===== src/rtl/pipe_rx_pkg.sv =====
// Shared definitions for the PIPE RX descrambler: symbol codes, PIPEWIDTH encodings,
// lock FSM states and the 8-shift Galois LFSR step (x^16+x^5+x^4+x^3+1).
package pipe_rx_pkg;

  localparam int unsigned LFSR_W = 16;
  localparam int unsigned BYTE_W = 8;
  localparam int unsigned LANES  = 4;
  localparam int unsigned DATA_W = LANES * BYTE_W;
  localparam int unsigned PW_W   = 6;

  localparam logic [LFSR_W-1:0] SEED_DEF    = 16'hFFFF;
  localparam logic [BYTE_W-1:0] COM_SYM_DEF = 8'hBC;
  localparam logic [BYTE_W-1:0] SKP_SYM_DEF = 8'h1C;
  localparam logic [LFSR_W-1:0] LFSR_TAPS   = 16'h0039;

  localparam logic [PW_W-1:0] PW_8  = 6'd8;
  localparam logic [PW_W-1:0] PW_16 = 6'd16;
  localparam logic [PW_W-1:0] PW_32 = 6'd32;

  typedef enum logic {
    UNLOCKED = 1'b0,
    LOCKED   = 1'b1
  } descr_state_e;

  typedef struct packed {
    logic [LFSR_W-1:0] nxt;
    logic [BYTE_W-1:0] key;
  } lfsr_step_t;

  // Key bit j is the MSB before shift j; the MSB is fed back onto taps 5,4,3,0.
  function automatic lfsr_step_t lfsr_adv8(input logic [LFSR_W-1:0] state);
    lfsr_step_t        res;
    logic [LFSR_W-1:0] s;
    s       = state;
    res.key = '0;
    for (int j = 0; j < int'(BYTE_W); j++) begin
      res.key[j] = s[LFSR_W-1];
      s = {s[LFSR_W-2:0], 1'b0} ^ (s[LFSR_W-1] ? LFSR_TAPS : '0);
    end
    res.nxt = s;
    return res;
  endfunction

endpackage


===== src/rtl/descr_byte_lane.sv =====
// One byte slot of the descrambler: classifies the symbol, descrambles data bytes
// when locked, and hands the updated LFSR to the next (later-in-time) byte.
module descr_byte_lane
  import pipe_rx_pkg::*;
#(
  parameter logic [LFSR_W-1:0] SEED    = SEED_DEF,
  parameter logic [BYTE_W-1:0] COM_SYM = COM_SYM_DEF,
  parameter logic [BYTE_W-1:0] SKP_SYM = SKP_SYM_DEF
) (
  input  logic              i_active,
  input  logic [BYTE_W-1:0] i_byte,
  input  logic              i_k,
  input  logic [LFSR_W-1:0] i_lfsr,
  input  logic              i_locked,
  output logic [BYTE_W-1:0] o_byte_c,
  output logic [LFSR_W-1:0] o_lfsr_c,
  output logic              o_com_c
);

  lfsr_step_t w_step;

  assign w_step = lfsr_adv8(i_lfsr);

  // Inactive bytes leave the LFSR untouched and output zero.
  always_comb begin
    o_byte_c = '0;
    o_lfsr_c = i_lfsr;
    o_com_c  = 1'b0;
    if (i_active) begin
      if (i_k && (i_byte == COM_SYM)) begin
        o_byte_c = i_byte;
        o_lfsr_c = SEED;
        o_com_c  = 1'b1;
      end else if (i_k && (i_byte == SKP_SYM)) begin
        o_byte_c = i_byte;
      end else begin
        o_byte_c = (!i_k && i_locked) ? (i_byte ^ w_step.key) : i_byte;
        o_lfsr_c = w_step.nxt;
      end
    end
  end

endmodule


===== src/rtl/rx_descrambler.sv =====
// PIPE RX Gen1/Gen2 descrambler, 1/2/4 bytes per pclk, one-cycle registered latency.
// Optional DESCR_LOCK_LOSS_EN drops lock after LOCK_TIMEOUT valid bytes without a COM.
module rx_descrambler
  import pipe_rx_pkg::*;
#(
  parameter logic [LFSR_W-1:0] SEED    = SEED_DEF,
  parameter logic [BYTE_W-1:0] COM_SYM = COM_SYM_DEF,
  parameter logic [BYTE_W-1:0] SKP_SYM = SKP_SYM_DEF
`ifdef DESCR_LOCK_LOSS_EN
  ,
  parameter int unsigned       LOCK_TIMEOUT = 4096
`endif
) (
  input  logic              pclk,
  input  logic              reset_n,
  input  logic              turnOff,
  input  logic [PW_W-1:0]   PIPEWIDTH,
  input  logic [DATA_W-1:0] rxDataIn,
  input  logic [LANES-1:0]  rxDataKIn,
  input  logic              rxDataValidIn,
  output logic [DATA_W-1:0] descramblerDataOut,
  output logic [LANES-1:0]  descramblerDataK,
  output logic              descramblerDataValid,
  output logic              descramblerLocked
);

  logic [DATA_W-1:0] r_data;
  logic [LANES-1:0]  r_k;
  logic              r_valid;
  logic              r_locked;
  logic [LFSR_W-1:0] r_lfsr;
  descr_state_e      r_state;

  logic [LANES-1:0]  w_active;
  logic              w_width_ok;
  logic [LFSR_W-1:0] w_lfsr [LANES+1];
  logic [LANES:0]    w_lock;
  logic [LANES-1:0]  w_com;
  logic [DATA_W-1:0] w_data;
  descr_state_e      w_state_nxt;

  always_comb begin
    w_active = '0;
    case (PIPEWIDTH)
      PW_8:    w_active = 4'b0001;
      PW_16:   w_active = 4'b0011;
      PW_32:   w_active = 4'b1111;
      default: w_active = '0;
    endcase
  end

  assign w_width_ok = (w_active != '0);
  assign w_lfsr[0]  = r_lfsr;
  assign w_lock[0]  = (r_state == LOCKED);

  // Byte 0 is earliest: each lane sees the LFSR and lock left by the bytes before it.
  for (genvar i = 0; i < int'(LANES); i++) begin : g_lane
    descr_byte_lane #(
      .SEED    (SEED),
      .COM_SYM (COM_SYM),
      .SKP_SYM (SKP_SYM)
    ) u_lane (
      .i_active (w_active[i]),
      .i_byte   (rxDataIn[i*BYTE_W +: BYTE_W]),
      .i_k      (rxDataKIn[i]),
      .i_lfsr   (w_lfsr[i]),
      .i_locked (w_lock[i]),
      .o_byte_c (w_data[i*BYTE_W +: BYTE_W]),
      .o_lfsr_c (w_lfsr[i+1]),
      .o_com_c  (w_com[i])
    );
    assign w_lock[i+1] = w_lock[i] | w_com[i];
  end

`ifdef DESCR_LOCK_LOSS_EN
  localparam int unsigned CNT_W = $clog2(LOCK_TIMEOUT + 1);

  logic [CNT_W-1:0] r_cnt;
  logic [CNT_W-1:0] w_cnt;
  logic             w_timeout;

  // Bytes since the last COM, saturating; timeout applies at the word boundary.
  always_comb begin
    w_cnt = r_cnt;
    for (int i = 0; i < int'(LANES); i++) begin
      if (w_active[i]) begin
        if (w_com[i]) begin
          w_cnt = '0;
        end else if (w_cnt != CNT_W'(LOCK_TIMEOUT)) begin
          w_cnt = w_cnt + CNT_W'(1);
        end
      end
    end
  end

  assign w_timeout   = (w_cnt == CNT_W'(LOCK_TIMEOUT));
  assign w_state_nxt = (w_lock[LANES] && !w_timeout) ? LOCKED : UNLOCKED;

  always_ff @(posedge pclk) begin
    if (!reset_n || turnOff) begin
      r_cnt <= '0;
    end else if (w_width_ok && rxDataValidIn) begin
      r_cnt <= w_cnt;
    end
  end
`else
  assign w_state_nxt = w_lock[LANES] ? LOCKED : UNLOCKED;
`endif

  // Lock FSM, LFSR and output registers.
  always_ff @(posedge pclk) begin
    if (!reset_n) begin
      r_data   <= '0;
      r_k      <= '0;
      r_valid  <= 1'b0;
      r_locked <= 1'b0;
      r_lfsr   <= SEED;
      r_state  <= UNLOCKED;
    end else begin
      r_k     <= rxDataKIn;
      r_valid <= rxDataValidIn;
      if (turnOff) begin
        r_data   <= rxDataIn;
        r_lfsr   <= SEED;
        r_state  <= UNLOCKED;
        r_locked <= 1'b0;
      end else if (!w_width_ok) begin
        r_data   <= '0;
        r_locked <= (r_state == LOCKED);
      end else begin
        r_data <= w_data;
        if (rxDataValidIn) begin
          r_lfsr   <= w_lfsr[LANES];
          r_state  <= w_state_nxt;
          r_locked <= (w_state_nxt == LOCKED);
        end else begin
          r_locked <= (r_state == LOCKED);
        end
      end
    end
  end

  assign descramblerDataOut   = r_data;
  assign descramblerDataK     = r_k;
  assign descramblerDataValid = r_valid;
  assign descramblerLocked    = r_locked;

endmodule

===== config.mk =====
export PLATFORM = sky130hd
export DESIGN_NAME = rx_descrambler
export DESIGN_NICKNAME = d
export VERILOG_FILES = /design/src/rtl/pipe_rx_pkg.sv /design/src/rtl/descr_byte_lane.sv /design/src/rtl/rx_descrambler.sv
export SDC_FILE = /design/constraint.sdc
export NUM_CORES = 1
export LEC_CHECK = 0
export ABC_AREA = 0
export BUFFER_PORTS_ARGS = -buffer_cell sky130_fd_sc_hd__buf_2
export CORE_ASPECT_RATIO = 1.4
export CORE_MARGIN = 2
export CORE_UTILIZATION = 51
export DETAILED_ROUTE_END_ITERATION = 8
export GPL_TIMING_DRIVEN = 0
export PLACE_DENSITY = 0.71
export RECOVER_POWER = 100
export SLEW_MARGIN = 10
export SYNTH_ARGS = -nofsm -noshare
export SYNTH_HDL_FRONTEND = slang
export SYNTH_SLANG_ARGS = --single-unit

===== constraint.sdc =====
create_clock -name pclk -period 4.2 [get_ports pclk]
set_input_delay 0.21 -clock pclk [delete_from_list [all_inputs] [get_ports pclk]]
set_output_delay 0.21 -clock pclk [all_outputs]
set_load 0.1 [all_outputs]

==> impl_results.md <==
* Result of the run: complete, no violations
* Post-route fraction of the period consumed by the critical path at 96.6%
* Final Skew at 0.00682 ns
* Overall power consumption at 1.30 mW
* Number of global-route vias before repair at 4,791
* Worst Hold Path Cells at 2
* Sequential Area at 0.00108 sq mm
* RSZ-0062 raised after global routing: no
* Detailed Place HPWL at 12,700 um
* FF-to-FF Start: r_lfsr[12]$_SDFFE_PP1P_
* CTS sink cnt at 54
* R2R cell count at 13
* CTS tree: built
* Cell at the root of the clock tree: sky130_fd_sc_hd__clkbuf_16
* Multi-input logic area at 0.00333 sq mm
* Global-route wire length before repair at 24,600 um
* Share of final-layout standard cells stronger than drive strength 1 at 12.2%
* Worst setup timing slack at the placement stage at 0.0594 ns
* CTS buffer count at 5
* Final standard cell area without fillers at 0.00523 sq mm
* Pin count of the biggest net entering global routing at 19
* Number of H-tree branching levels at 2
* Via Count at 5,028
* Number of synthesized flops with an enable pin at 0
* Library cells used by synthesis at 71
* GRT overflow at 0
* Mean area per synthesized cell at 7.59 sq um
* Latest clock arrival within the worst-skew pair at 0.30 ns
* Arr. time, crit path at 4.24 ns
* Total wire length at 16,200 um
* Max Slew Vio Count at 0
* Initial DRC count at 354
* GP Congestion at 0.983
* Worst Max-Slew Pin Slew at 1.19 ns
* Number of diodes at 0
* Tmin final at 4.06 ns
* I/O Pins at 84
* Post-CTS clock slew at the launch and capture registers of the worst setup and hold paths at 0.07 ns
* Final number of hold-violating endpoints at 0
* Post-synthesis sequential element count at 54
* Growth of design area from synthesis to finish at 14.1%
* Height of the die at 116 um
* Leakage power at 1.90 nW
* Critical Setup Path Class: flip-flop to flip-flop
* Remaining design rule violation count at 0
* Number of iterations in the first detailed-routing pass at 5
* Highest clock rate at 246 MHz
* Synthesis Warnings at 0
* Antenna-violating nets left at 0
* Share of the synthesized netlist area taken by xor and xnor gates at 18.3%
* Die Outline Area at 0.00977 sq mm
* Fraction of the mapped netlist area in simple logic gates at 26.0%
* Area share of fa/ha/maj cells after synthesis at 0%
* Core area at 0.00866 sq mm
* Total routing resource utilization after global routing at 32.2%
* Area after detailed placement at 0.00512 sq mm
* Sequential area share after synthesis at 23.6%
* Worst Setup Slack, final at 0.142 ns
* Critical path capture point type: flip-flop
* Mapped Area at 0.00458 sq mm
* Initial antenna violation count at 0
* Maximum net fanout on the critical path at 9
* Die width at 84.1 um
* Origin of the worst min-delay path: rxDataValidIn
* Predominant post-synthesis flop cell: sky130_fd_sc_hd__dfxtp_1
* Number of instances in the synthesized netlist at 604
* Compound-Gate Fraction of Synth Area at 26.0%
* Crit path launch: r_lfsr[12]$_SDFFE_PP1P_
* Number of endpoints failing setup at the final stage at 0
* Total power per unit cell area at 249 mW/mm^2
* Filler instances at 881
* Data required time at the worst endpoint at 4.38 ns
* Via count normalized by instance count at 6.29
* Main combinational cell family by area after synthesis: simple AND/OR/NAND/NOR gates
* Share of cell area taken by muxes after synthesis at 2.27%
* Detail-routed net length per standard cell at 20.2 um
* Maximum capacitance violations at 0
* Share of async-settable or async-resettable flops after synthesis at 0%
* Net count of the finished layout at 739
* Maximum vdd drop at 0.188 mV
* Site row count at 40
* Buffer depth of the longest clock path at 2
* Path category of the worst min-delay check: input pin to flip-flop
* Non-filler cells in the finished layout at 799
* Number of buffers inserted by port buffering at 82
* Tightest slew margin relative to the limit at 20.9%
* Launching element type of the critical path: flip-flop
* Initial Utilization at 52.9%
* Aggregate negative setup slack at 0 ns
* Net count after synthesis at 650
* DP Cell Count at 791
==> kinds of logic (layout without fill, tap and decap cells) <==
group | count (synthesis) | in the layout
simple gates | 224 | 224
compound gates | 183 | 183
xor+xnor | 91 | 91
flops | 54 | 54
buf+inv | 42 | 132
mux | 10 | 10
==> final cells by class <==
class                      count  area share [%]
clock inverter                 3           0.455
buffer                        38            3.04
inverter                       4           0.287
tap                          105            2.51
clock buffer                   5            2.39
timing repair buffer          82            6.89
sequential                    54            20.7
multi-input combinational    508            63.7
==> per-stage QoR <==
step	utilization [%]	hold WS [ns]
2_1_floorplan	-	0.332
3_3_place_gp	59.2	0.455
3_5_place_dp	59.2	0.464
4_1_cts	60.9	0.148
5_1_grt	60.4	0.153
6_report	60.4	0.149
==> routing by layer <==
metal	vias up	GRT usage, %	share of wire (%)
li1	2358	-	-
met1	2343	33.4	36
met2	263	59.8	52
met3	64	4.03	6.5
met4	0	23.0	5.8
met5	-	0	0
==> sequential cells by signal (all words and copies together) (netlist names) <==
| register | cells |
|---|---|
| r_lfsr | 16 |
| descramblerDataValid | 1 |
| descramblerDataOut | 32 |
| descramblerDataK | 4 |
| r_state | 1 |
==> synthesized netlist by cell type, types with 3 or more instances <==
cell,instances,area [sq um]
sky130_fd_sc_hd__a211o_1,4,35.0
sky130_fd_sc_hd__a211oi_1,6,45.0
sky130_fd_sc_hd__a21o_1,3,22.5
sky130_fd_sc_hd__a21oi_1,52,260
sky130_fd_sc_hd__a221oi_1,5,43.8
sky130_fd_sc_hd__a22oi_1,6,45.0
sky130_fd_sc_hd__a31oi_1,7,43.8
sky130_fd_sc_hd__and2_1,10,62.6
sky130_fd_sc_hd__and3_1,5,31.3
sky130_fd_sc_hd__buf_1,4,15.0
sky130_fd_sc_hd__buf_2,7,35.0
sky130_fd_sc_hd__clkbuf_1,25,93.8
sky130_fd_sc_hd__dfxtp_1,54,1080
sky130_fd_sc_hd__inv_1,4,15.0
sky130_fd_sc_hd__mux2_2,3,33.8
sky130_fd_sc_hd__mux2i_1,7,70.1
sky130_fd_sc_hd__nand2_1,57,214
sky130_fd_sc_hd__nand2b_1,4,25.0
sky130_fd_sc_hd__nand3_1,9,45.0
sky130_fd_sc_hd__nand4_1,8,50.1
sky130_fd_sc_hd__nor2_1,58,218
sky130_fd_sc_hd__nor2b_1,10,62.6
sky130_fd_sc_hd__nor3_1,12,60.1
sky130_fd_sc_hd__o211ai_1,11,82.6
sky130_fd_sc_hd__o21ai_0,39,195
sky130_fd_sc_hd__o21ai_1,11,55.1
sky130_fd_sc_hd__o22ai_1,10,62.6
sky130_fd_sc_hd__o31ai_1,4,30.0
sky130_fd_sc_hd__or2_2,3,18.8
sky130_fd_sc_hd__or3_1,23,144
sky130_fd_sc_hd__xnor2_1,46,403
sky130_fd_sc_hd__xor2_1,42,368
==> repair_timing <==
| action | 4_1_cts | 5_1_grt |
|---|---|---|
| setup endpoints to repair | 0 | 1 |
| hold buffers | 0 | 0 |
| buffers inserted | 0 | 0 |
| resized for setup | 0 | 1 |
==> where the power goes <==
group          switching, mW  internal (mW)
combinational          0.253         0.0887
sequential           0.00485          0.528
clock                  0.202          0.223
total                  0.459          0.841
==> worst paths after layout <==
check                                                        to  slack, ns
worst max-delay path                     r_lfsr[3]$_SDFFE_PP1P_       0.14
worst min-delay path            descramblerDataValid$_SDFF_PN0_       0.15
worst max register to register           r_lfsr[3]$_SDFFE_PP1P_       0.14
worst min register to register           r_lfsr[7]$_SDFFE_PP1P_       0.55
==> worst max-delay path, stage by stage, from the launching register on <==
cell and delay [ns]:
sky130_fd_sc_hd__dfxtp_1 0.31, sky130_fd_sc_hd__clkbuf_1 0.46, sky130_fd_sc_hd__xnor2_1 0.31, sky130_fd_sc_hd__xnor2_1 0.47, sky130_fd_sc_hd__nand3_1 0.13, sky130_fd_sc_hd__nand3_1 0.36
sky130_fd_sc_hd__xor2_1 0.12, sky130_fd_sc_hd__o21ai_0 0.54, sky130_fd_sc_hd__xnor2_1 0.20, sky130_fd_sc_hd__a22oi_2 0.36, sky130_fd_sc_hd__xor2_1 0.18, sky130_fd_sc_hd__mux2i_1 0.09
sky130_fd_sc_hd__o221ai_1 0.35, sky130_fd_sc_hd__nand2_1 0.08
==> placed cells by master (no fill, tap or decap), types with 6 or more instances in the layout <==
cell type                  netlist  layout
sky130_fd_sc_hd__clkbuf_1       25      68
sky130_fd_sc_hd__nor2_1         58      58
sky130_fd_sc_hd__nand2_1        57      57
sky130_fd_sc_hd__dfxtp_1        54      54
sky130_fd_sc_hd__a21oi_1        52      52
sky130_fd_sc_hd__buf_2           7      46
sky130_fd_sc_hd__xnor2_1        46      46
sky130_fd_sc_hd__o21ai_0        39      43
sky130_fd_sc_hd__xor2_1         42      42
sky130_fd_sc_hd__or3_1          23      23
sky130_fd_sc_hd__nor3_1         12      12
sky130_fd_sc_hd__o211ai_1       11      11
sky130_fd_sc_hd__nor2b_1        10      10
sky130_fd_sc_hd__o22ai_1        10      10
sky130_fd_sc_hd__nand3_1         9       9
sky130_fd_sc_hd__and2_1         10       8
sky130_fd_sc_hd__nand4_1         8       8
sky130_fd_sc_hd__o21ai_1        11       7
sky130_fd_sc_hd__mux2i_1         7       7
sky130_fd_sc_hd__a31oi_1         7       7
sky130_fd_sc_hd__a211oi_1        6       6
sky130_fd_sc_hd__a22oi_1         6       6
(Power assumes the default switching activity.)
